<file path="config.mk">
export PLATFORM = sky130hd
export DESIGN_NAME = pc_sequencer_flat
export DESIGN_NICKNAME = d
export VERILOG_FILES = /design/src/rtl/cpu_pkg.sv /design/src/rtl/pc_sequencer_if.sv /design/src/rtl/pc_sequencer_fetch_watchdog.sv /design/src/rtl/pc_sequencer.sv /design/src/flat_wrapper.sv
export SDC_FILE = /design/constraint.sdc
export NUM_CORES = 1
export LEC_CHECK = 0
export CAP_MARGIN = 20
export CORE_MARGIN = 4
export CORE_UTILIZATION = 44
export CTS_CLUSTER_SIZE = 28
export DETAILED_ROUTE_END_ITERATION = 10
export DONT_BUFFER_PORTS = 1
export PLACE_DENSITY = 0.6
export SETUP_SLACK_MARGIN = 0.5
export SLEW_MARGIN = 0
export SYNTH_ARGS = -nofsm -noshare
export SYNTH_HDL_FRONTEND = slang
export SYNTH_SLANG_ARGS = --single-unit
</file>
<file path="constraint.sdc">
create_clock -name clk -period 3.1 [get_ports clk]
set_input_delay 0.93 -clock clk [delete_from_list [all_inputs] [get_ports clk]]
set_output_delay 0.93 -clock clk [all_outputs]
set_load 0.05 [all_outputs]
</file>
<file path="src/rtl/cpu_pkg.sv">
// Shared definitions for the MicroMIPS fetch/execute sequencer: state
// encoding, trap cause codes and the instruction word size.
package cpu_pkg;

  typedef enum logic [1:0] {
    FETCH = 2'd0,
    EXEC  = 2'd1,
    TRAP  = 2'd2,
    HALT  = 2'd3
  } seq_state_t;

  typedef logic [1:0] cause_t;

  localparam cause_t CAUSE_NONE    = 2'b00;
  localparam cause_t CAUSE_SYSCALL = 2'b01;
  localparam cause_t CAUSE_FETCH_TO = 2'b10;
  localparam cause_t CAUSE_MISALIGN = 2'b11;

  localparam logic [31:0] WORD_BYTES = 32'd4;

endpackage

</file>
<file path="src/rtl/pc_sequencer_if.sv">
// Instruction-memory request/response bus between the sequencer (master)
// and instruction memory (slave).
interface pc_sequencer_if;
  logic        imem_req;
  logic [31:0] imem_addr;
  logic        imem_ready;
  logic [31:0] imem_rdata;

  modport master (
    output imem_req,
    output imem_addr,
    input  imem_ready,
    input  imem_rdata
  );

  modport slave (
    input  imem_req,
    input  imem_addr,
    output imem_ready,
    output imem_rdata
  );
endinterface

</file>
<file path="src/rtl/pc_sequencer_fetch_watchdog.sv">
// Saturating fetch-wait counter. expired flags the enabled cycle whose
// increment would reach LIMIT, so the owner can act on that same edge.
module fetch_watchdog #(
  parameter int LIMIT = 15,
  parameter int CNT_W = 8
) (
  input  logic clk,
  input  logic reset,
  input  logic clr,
  input  logic en,
  output logic expired
);

  localparam logic [CNT_W-1:0] LIM    = CNT_W'(LIMIT);
  localparam logic [CNT_W-1:0] LIM_M1 = CNT_W'(LIMIT - 1);

  logic [CNT_W-1:0] cnt_q;

  // Count waiting cycles; clear has priority over enable, and the count
  // never advances past LIMIT.
  always_ff @(posedge clk) begin
    if (reset) begin
      cnt_q <= '0;
    end else if (clr) begin
      cnt_q <= '0;
    end else if (en && (cnt_q != LIM)) begin
      cnt_q <= cnt_q + 1'b1;
    end
  end

  assign expired = en && (cnt_q == LIM_M1);

endmodule

</file>
<file path="src/rtl/pc_sequencer.sv">
// Multi-cycle fetch/execute sequencer owning the architectural PC. Issues
// instruction fetches, holds the instruction during execution, commits
// next_pc and sequences syscall/timeout/misalignment traps and halt.
module pc_sequencer
  import cpu_pkg::*;
#(
  parameter logic [31:0] RESET_PC      = 32'h0000_0000,
  parameter logic [31:0] TRAP_VEC      = 32'h0000_0080,
  parameter int          FETCH_TIMEOUT = 15
) (
  input  logic                  clk,
  input  logic                  reset,
  pc_sequencer_if.master        imem,
  output logic [31:0]           instr,
  output logic                  instr_valid,
  output logic [31:0]           pc,
  input  logic [31:0]           next_pc,
  input  logic                  exec_done,
  input  logic                  trap_req,
  input  logic                  halt_req,
  input  logic                  resume,
  output logic [31:0]           epc,
  output logic [1:0]            cause,
  output logic                  halted
);

  seq_state_t  state_q, state_d;
  logic [31:0] pc_q, pc_d;
  logic [31:0] instr_q, instr_d;
  logic [31:0] epc_q, epc_d;
  cause_t      cause_q, cause_d;

  logic in_fetch;
  logic wd_en;
  logic wd_clr;
  logic wd_expired;

  assign in_fetch = (state_q == FETCH);
  assign wd_en    = in_fetch && !imem.imem_ready;
  assign wd_clr   = in_fetch && (imem.imem_ready || wd_expired);

  fetch_watchdog #(
    .LIMIT (FETCH_TIMEOUT),
    .CNT_W (8)
  ) u_watchdog (
    .clk     (clk),
    .reset   (reset),
    .clr     (wd_clr),
    .en      (wd_en),
    .expired (wd_expired)
  );

  // State register.
  always_ff @(posedge clk) begin
    if (reset) begin
      state_q <= FETCH;
    end else begin
      state_q <= state_d;
    end
  end

  // Next-state and register-update decisions for PC, instruction and trap info.
  always_comb begin
    state_d = state_q;
    pc_d    = pc_q;
    instr_d = instr_q;
    epc_d   = epc_q;
    cause_d = cause_q;
    case (state_q)
      FETCH: begin
        // A response arriving on the limit cycle wins over the timeout.
        if (imem.imem_ready) begin
          instr_d = imem.imem_rdata;
          state_d = EXEC;
        end else if (wd_expired) begin
          epc_d   = pc_q;
          cause_d = CAUSE_FETCH_TO;
          state_d = TRAP;
        end
      end
      EXEC: begin
        if (exec_done) begin
          // Traps outrank both commit and halt.
          if (trap_req) begin
            epc_d   = pc_q + WORD_BYTES;
            cause_d = CAUSE_SYSCALL;
            state_d = TRAP;
          end else if (next_pc[1:0] != 2'b00) begin
            epc_d   = pc_q;
            cause_d = CAUSE_MISALIGN;
            state_d = TRAP;
          end else begin
            pc_d    = next_pc;
            state_d = halt_req ? HALT : FETCH;
          end
        end
      end
      TRAP: begin
        pc_d    = TRAP_VEC;
        state_d = FETCH;
      end
      HALT: begin
        if (resume) begin
          state_d = FETCH;
        end
      end
      default: begin
        state_d = FETCH;
      end
    endcase
  end

  // Architectural PC, fetched instruction and exception registers.
  always_ff @(posedge clk) begin
    if (reset) begin
      pc_q    <= RESET_PC;
      instr_q <= '0;
      epc_q   <= '0;
      cause_q <= CAUSE_NONE;
    end else begin
      pc_q    <= pc_d;
      instr_q <= instr_d;
      epc_q   <= epc_d;
      cause_q <= cause_d;
    end
  end

  assign imem.imem_req  = in_fetch;
  assign imem.imem_addr = pc_q;
  assign instr_valid    = (state_q == EXEC);
  assign halted         = (state_q == HALT);
  assign instr          = instr_q;
  assign pc             = pc_q;
  assign epc            = epc_q;
  assign cause          = cause_q;

endmodule
</file>
<file path="src/flat_wrapper.sv">
// flat-port wrapper written by rule: the top's interface ports become plain ports
module pc_sequencer_flat import cpu_pkg::*;
#(
  parameter logic [31:0] RESET_PC      = 32'h0000_0000,
  parameter logic [31:0] TRAP_VEC      = 32'h0000_0080,
  parameter int          FETCH_TIMEOUT = 15
)
  (clk, reset, instr, instr_valid, pc, next_pc, exec_done, trap_req, halt_req, resume, epc, cause, halted, imem_imem_req, imem_imem_addr, imem_imem_ready, imem_imem_rdata);
  pc_sequencer_if imem_i ();
  input  logic clk;
  input  logic reset;
  output logic [31:0] instr;
  output logic instr_valid;
  output logic [31:0] pc;
  input  logic [31:0] next_pc;
  input  logic exec_done;
  input  logic trap_req;
  input  logic halt_req;
  input  logic resume;
  output logic [31:0] epc;
  output logic [1:0] cause;
  output logic halted;
  output wire logic [$bits(imem_i.imem_req)-1:0] imem_imem_req;
  output wire logic [$bits(imem_i.imem_addr)-1:0] imem_imem_addr;
  input wire logic [$bits(imem_i.imem_ready)-1:0] imem_imem_ready;
  input wire logic [$bits(imem_i.imem_rdata)-1:0] imem_imem_rdata;
  assign imem_imem_req = imem_i.imem_req;
  assign imem_imem_addr = imem_i.imem_addr;
  assign imem_i.imem_ready = imem_imem_ready;
  assign imem_i.imem_rdata = imem_imem_rdata;
  pc_sequencer #(.RESET_PC(RESET_PC), .TRAP_VEC(TRAP_VEC), .FETCH_TIMEOUT(FETCH_TIMEOUT)) u_core (.clk(clk), .reset(reset), .imem(imem_i), .instr(instr), .instr_valid(instr_valid), .pc(pc), .next_pc(next_pc), .exec_done(exec_done), .trap_req(trap_req), .halt_req(halt_req), .resume(resume), .epc(epc), .cause(cause), .halted(halted));
endmodule
</file>
---- After elaboration in Yosys (flattened, before gate mapping) ----
Index checks and enable logic that the tools add are counted.
storage, ports and cells
  output and inout port bits .............. 133
  register bits ........................... 108
  input bits .............................. 71
  word-level logic and storage cells ...... 59
operators by class
  reduce and logical (&&, ||, !) cells .... 15
  add/sub/neg operators ................... 2
  equality and inequality tests ........... 13
  multiplexer cells ....................... 23
operators by type and width
  kind                     number
  $mux W32                 8
  $pmux W32 S2             2
  $add A32 B3 Y32 const B  1
  $mux W2                  11
  $ne A2 B2 Y1 const B     5
  $add A8 B1 Y8 const B    1
  $eq A8 B4 Y1 const B     1
  $ne A8 B4 Y1 const B     1
  $pmux W2 S4              1
  $reduce_bool A2 Y1       3
  $reduce_and A5 Y1        1
  $eq A2 B2 Y1 const B     2
  $logic_and A1 B1 Y1      4
  $pmux W2 S2              1
  $reduce_and A4 Y1        1
  $ne A3 B1 Y1 const B     1
  $ne A3 B3 Y1 const B     1
  $reduce_and A3 Y1        1
  $eq A2 B1 Y1 const B     1
  $logic_not A2 Y1         1
  $ne A2 B1 Y1 const B     1
  $reduce_and A2 Y1        1
  $reduce_or A2 Y1         1
  $logic_not A1 Y1         1
  $logic_or A1 B1 Y1       1

---- Logic depth before layout (Yosys ltp) ----
  depth after elaboration ................. 6
  gate-level depth with buffers ........... 7
  mapped depth without buffers ............ 6

---- By module ----
A second synthesis with hierarchy kept.
unflattened totals
  cells, all modules ...................... 597
  area, all modules ....................... 4845.9 um^2
by module, submodules not included
  module          area each (um^2)  cells an instance  times used  sequential area each (um^2)
  pc_sequencer    4413.0            545                1           2001.9
  fetch_watchdog  432.9             52                 1           160.2

---- Worst setup path after synthesis ----
Ideal clock, no wire load.
  path kind ............................... flip-flop to flip-flop
  from .................................... register u_core.state_q[1]
  to ...................................... register u_core.epc_q[27] (netlist: u_core.epc[27])
  clock period less this slack ............ 2305 ps
  stages on the path, launching flop included .. 8
  path buffers ............................ 2
  setup time .............................. 86 ps
  arrival time ............................ 2220 ps
  required time ........................... 3014 ps
  slack ................................... 795 ps
  path through ............................ dfxtp_1 buf_2 nor2b_1 nand3b_1 o21ai_4 buf_2 nor2_1 a211oi_1
on the way
  elaborated cells between the ends (all ways) .. 11
  classes of those cells .................. eq/ne: 5; mux: 1; reduce/logical: 5
RTL lines
  item                                                  line                 RTL
  start: declaration                                    pc_sequencer.sv:27   seq_state_t state_q, state_d;
  start signal: assignment                              pc_sequencer.sv:58   state_q <= state_d;
  $eq A2 B1 Y1 *                                        -
  via instr_valid                                       flat_wrapper.sv:13   output logic instr_valid;
  $ne A3 B1 Y1 (no line), or another cell as far along  -
  $reduce_and A5 Y1 (no line)                           -
  end signal: assignment                                pc_sequencer.sv:123  epc_q <= epc_d;
  end: declaration                                      pc_sequencer.sv:30   logic [31:0] epc_q, epc_d;
The timed path passes the listed nets; every way through them passes the cells marked *.
A chain may end at the register's enable or synchronous reset.

---- Final worst setup path ----
  from .................................... register u_core.state_q[1]
  to ...................................... output halted
on the way
  cells in the longest elaborated chain, start to end .. 1
ends and longest elaborated chain
  item              line                 RTL
  $eq A2 B2 Y1      pc_sequencer.sv:131  assign halted = (state_q == HALT);
  end: declaration  flat_wrapper.sv:22   output logic halted;
Every way passes these cells.

==> flow_summary.json <==
{
  "dr.pass1.iters": 5,
  "crit_type": "reg2out",
  "p_leak_nw": 1.78,
  "cts_setup_buffers": 0,
  "drc": 0,
  "row_count": 38,
  "dieHeight_microns": 113,
  "crit_chain": "and2_1",
  "crit_family": "flip-flops",
  "antenna_found_initial": 0,
  "outcome": "finished, final reports clean",
  "arrival_ns": 1.50,
  "grt_max_degree": 102,
  "clockBufferDepth": 2,
  "ctsHoldBuffers": 0,
  "area_growth_pct": 5.59,
  "drtIter0Drc": 230,
  "fmax_mhz": 412,
  "period_share": 0.783,
  "min_to": "u_core.imem.imem_addr[31]$_SDFFE_PP0P_",
  "reg2reg_depth": 6,
  "reg2reg_to": "u_core.epc[16]$_SDFFE_PP0P_",
  "vias": 3873,
  "synth-main-ff-cell": "dfxtp_1",
  "critPathMaxStageDelay_ns": 0.60,
  "gp_congestion": 0.808,
  "fin_util": 0.473,
  "cts-root-buf": "clkbuf_8",
  "required_ns": 2.17,
  "hold_depth": 2,
  "critical_path.max_fanout": 13,
  "cts_buffers": 9,
  "fp.coreArea_sq_um": 10800,
  "nNetsFinal": 641,
  "yosys_register_bits": 108,
  "clkLatencyLatePin_ns": 0.37,
  "dpl_worst_slack_ns": 0.789,
  "grt_pass1_wl_microns": 19400,
  "synth_edf_count": 0,
  "antenna_left": 0,
  "tns_ns": 0,
  "cts_resized": 0,
  "synth.avg_cell_area_sq_um": 8.29,
  "wl_per_cell_microns": 17.0,
  "drive_gt1_frac": 0.125,
  "crit_path_top_delay_cell": "dfxtp_1",
  "hpwl_microns": 8550,
  "min_from": "u_core.imem.imem_addr[31]$_SDFFE_PP0P_",
  "most-common-layout-cells": "nand2_1 (112), dfxtp_1 (108), a21oi_1 (64)",
  "hp-class": "reg2reg",
  "viasPerCell": 5.45,
  "top_level_ports": 204,
  "hold_viol_final": 0,
  "grt_overflow": 0,
  "cp-end-kind": "primary output",
  "clkSlewWorstSetupHoldPaths_ns": 0.09,
  "initial_core_util": 0.448,
  "peakVddDrop_v": 0.000251,
  "p_per_area_nw_per_um2": 584,
  "r2r_slack_ns": 1.05,
  "dp.cells": 696,
  "clock_sinks": 108,
  "diodes": 0,
  "maxCapViolCount": 0,
  "yosysSeqAreaShare": 0.445,
  "grt_pass1_vias": 3782,
  "wirelength_microns": 12100,
  "portBuffers": 0,
  "clock_skew_ns": 0.0105,
  "die-area_sq_um": 12800,
  "startpoint_type": "flip-flop",
  "instances_no_fill": 710,
  "syn_nets": 660,
  "period_needed_ns": 2.43,
  "synth_warnings": 0,
  "slew_headroom": 0.348,
  "synth-async-reset-ratio": 0,
  "synth_area_sq_um": 4860,
  "postLayoutSetupSlackWorst_ns": 0.672,
  "reg2reg_from": "u_core.imem.imem_addr[6]$_SDFFE_PP0P_",
  "dieWidth_microns": 113,
  "synth_cell_types": 41,
  "final_common_cell": "nand2_1",
  "setup_viol": 0,
  "grt_usage": 0.188,
  "critPathBufInv": 0,
  "drv_slew": 0,
  "worst_slew_pin_slew_ns": 0.977,
  "rsz0062_at_grt": "false",
  "htreeDepth": 3,
  "cts_tree": "done",
  "netlist_instances": 586
}
flip-flops by register name, summed over array words and instances (netlist names):
signal and cells:
u_core.epc 32, u_core.imem.imem_addr 32, u_core.instr 32, u_core.u_watchdog.cnt_q 8, u_core.cause 2, u_core.state_q 2
power by group:
group          total (mW)  internal [mW]  switching [mW]  leakage [nW]
logic               0.463          0.126           0.337         0.815
registers            1.71           1.46           0.250         0.880
clock network       0.818          0.364           0.454        0.0890
Yosys cell counts, drive strengths merged (4+ instances only):
cell / count / area share
a21oi: 64 / 0.066
clkbuf: 24 / 0.019
and2: 4 / 0.0051
xor2: 29 / 0.052
nor2: 49 / 0.038
a211oi: 34 / 0.062
nand4: 16 / 0.024
nor4: 4 / 0.0095
and3: 5 / 0.0067
dfxtp: 108 / 0.44
nand3: 44 / 0.046
buf: 47 / 0.067
xnor2: 7 / 0.013
nor3: 10 / 0.014
nand2: 112 / 0.087
mux2i: 4 / 0.0082
through the flow:
stage / hold slack (ns) / instance area, sq um / total power [mW]
5_1_grt: 0.554 / 5130 / 3.13
6_report: 0.515 / 5130 / 3.00
4_1_cts: 0.508 / 5130 / 3.03
3_3_place_gp: 0.483 / 4960 / 2.20
2_1_floorplan: 0.484 / 4860 / 2.15
3_5_place_dp: 0.491 / 4960 / 2.21
cell type report:
cell class                 count  area, sq um
clock buffer                  11          131
clock inverter                 3         40.0
fill                        1046         5710
inverter                       3         11.3
multi-input combinational    404         2280
sequential                   108         2160
tap                          140          175
timing repair buffer          41          333
how the worst max path moves through the flow:
stage	from	endpoint	cells past startpoint
finish	u_core.state_q[1]$_SDFFE_PP0P_	halted	1
global route	u_core.state_q[1]$_SDFFE_PP0P_	halted	1
CTS	u_core.state_q[0]$_SDFFE_PP0P_	halted	1
detailed placement	next_pc[0]	u_core.imem.imem_addr[16]$_SDFFE_PP0P_	6
global placement	next_pc[0]	u_core.imem.imem_addr[18]$_SDFFE_PP0P_	6
floorplan	u_core.state_q[1]$_SDFFE_PP0P_	u_core.epc[27]$_SDFFE_PP0P_	7
layer usage:
metal,global-route usage,vias to the layer above,part of all wire
met5,0,-,0
met4,0.0769,0,0.023
met3,0.0749,18,0.10
met2,0.310,162,0.47
met1,0.218,1770,0.40
li1,-,1923,-
logic make-up (layout without fill, tap and decap cells):
family	after synthesis	in the layout	synth area share
AOI/OAI and AO/OA	105	105	0.139
xor gates and xnor gates	36	36	0.0649
adders and majority gates	3	3	0.00772
buffers and inverters	74	58	0.0875
DFF	108	108	0.445
muxes	4	4	0.00824
and+or+nand+nor	256	256	0.247
(Power assumes the default switching activity.)
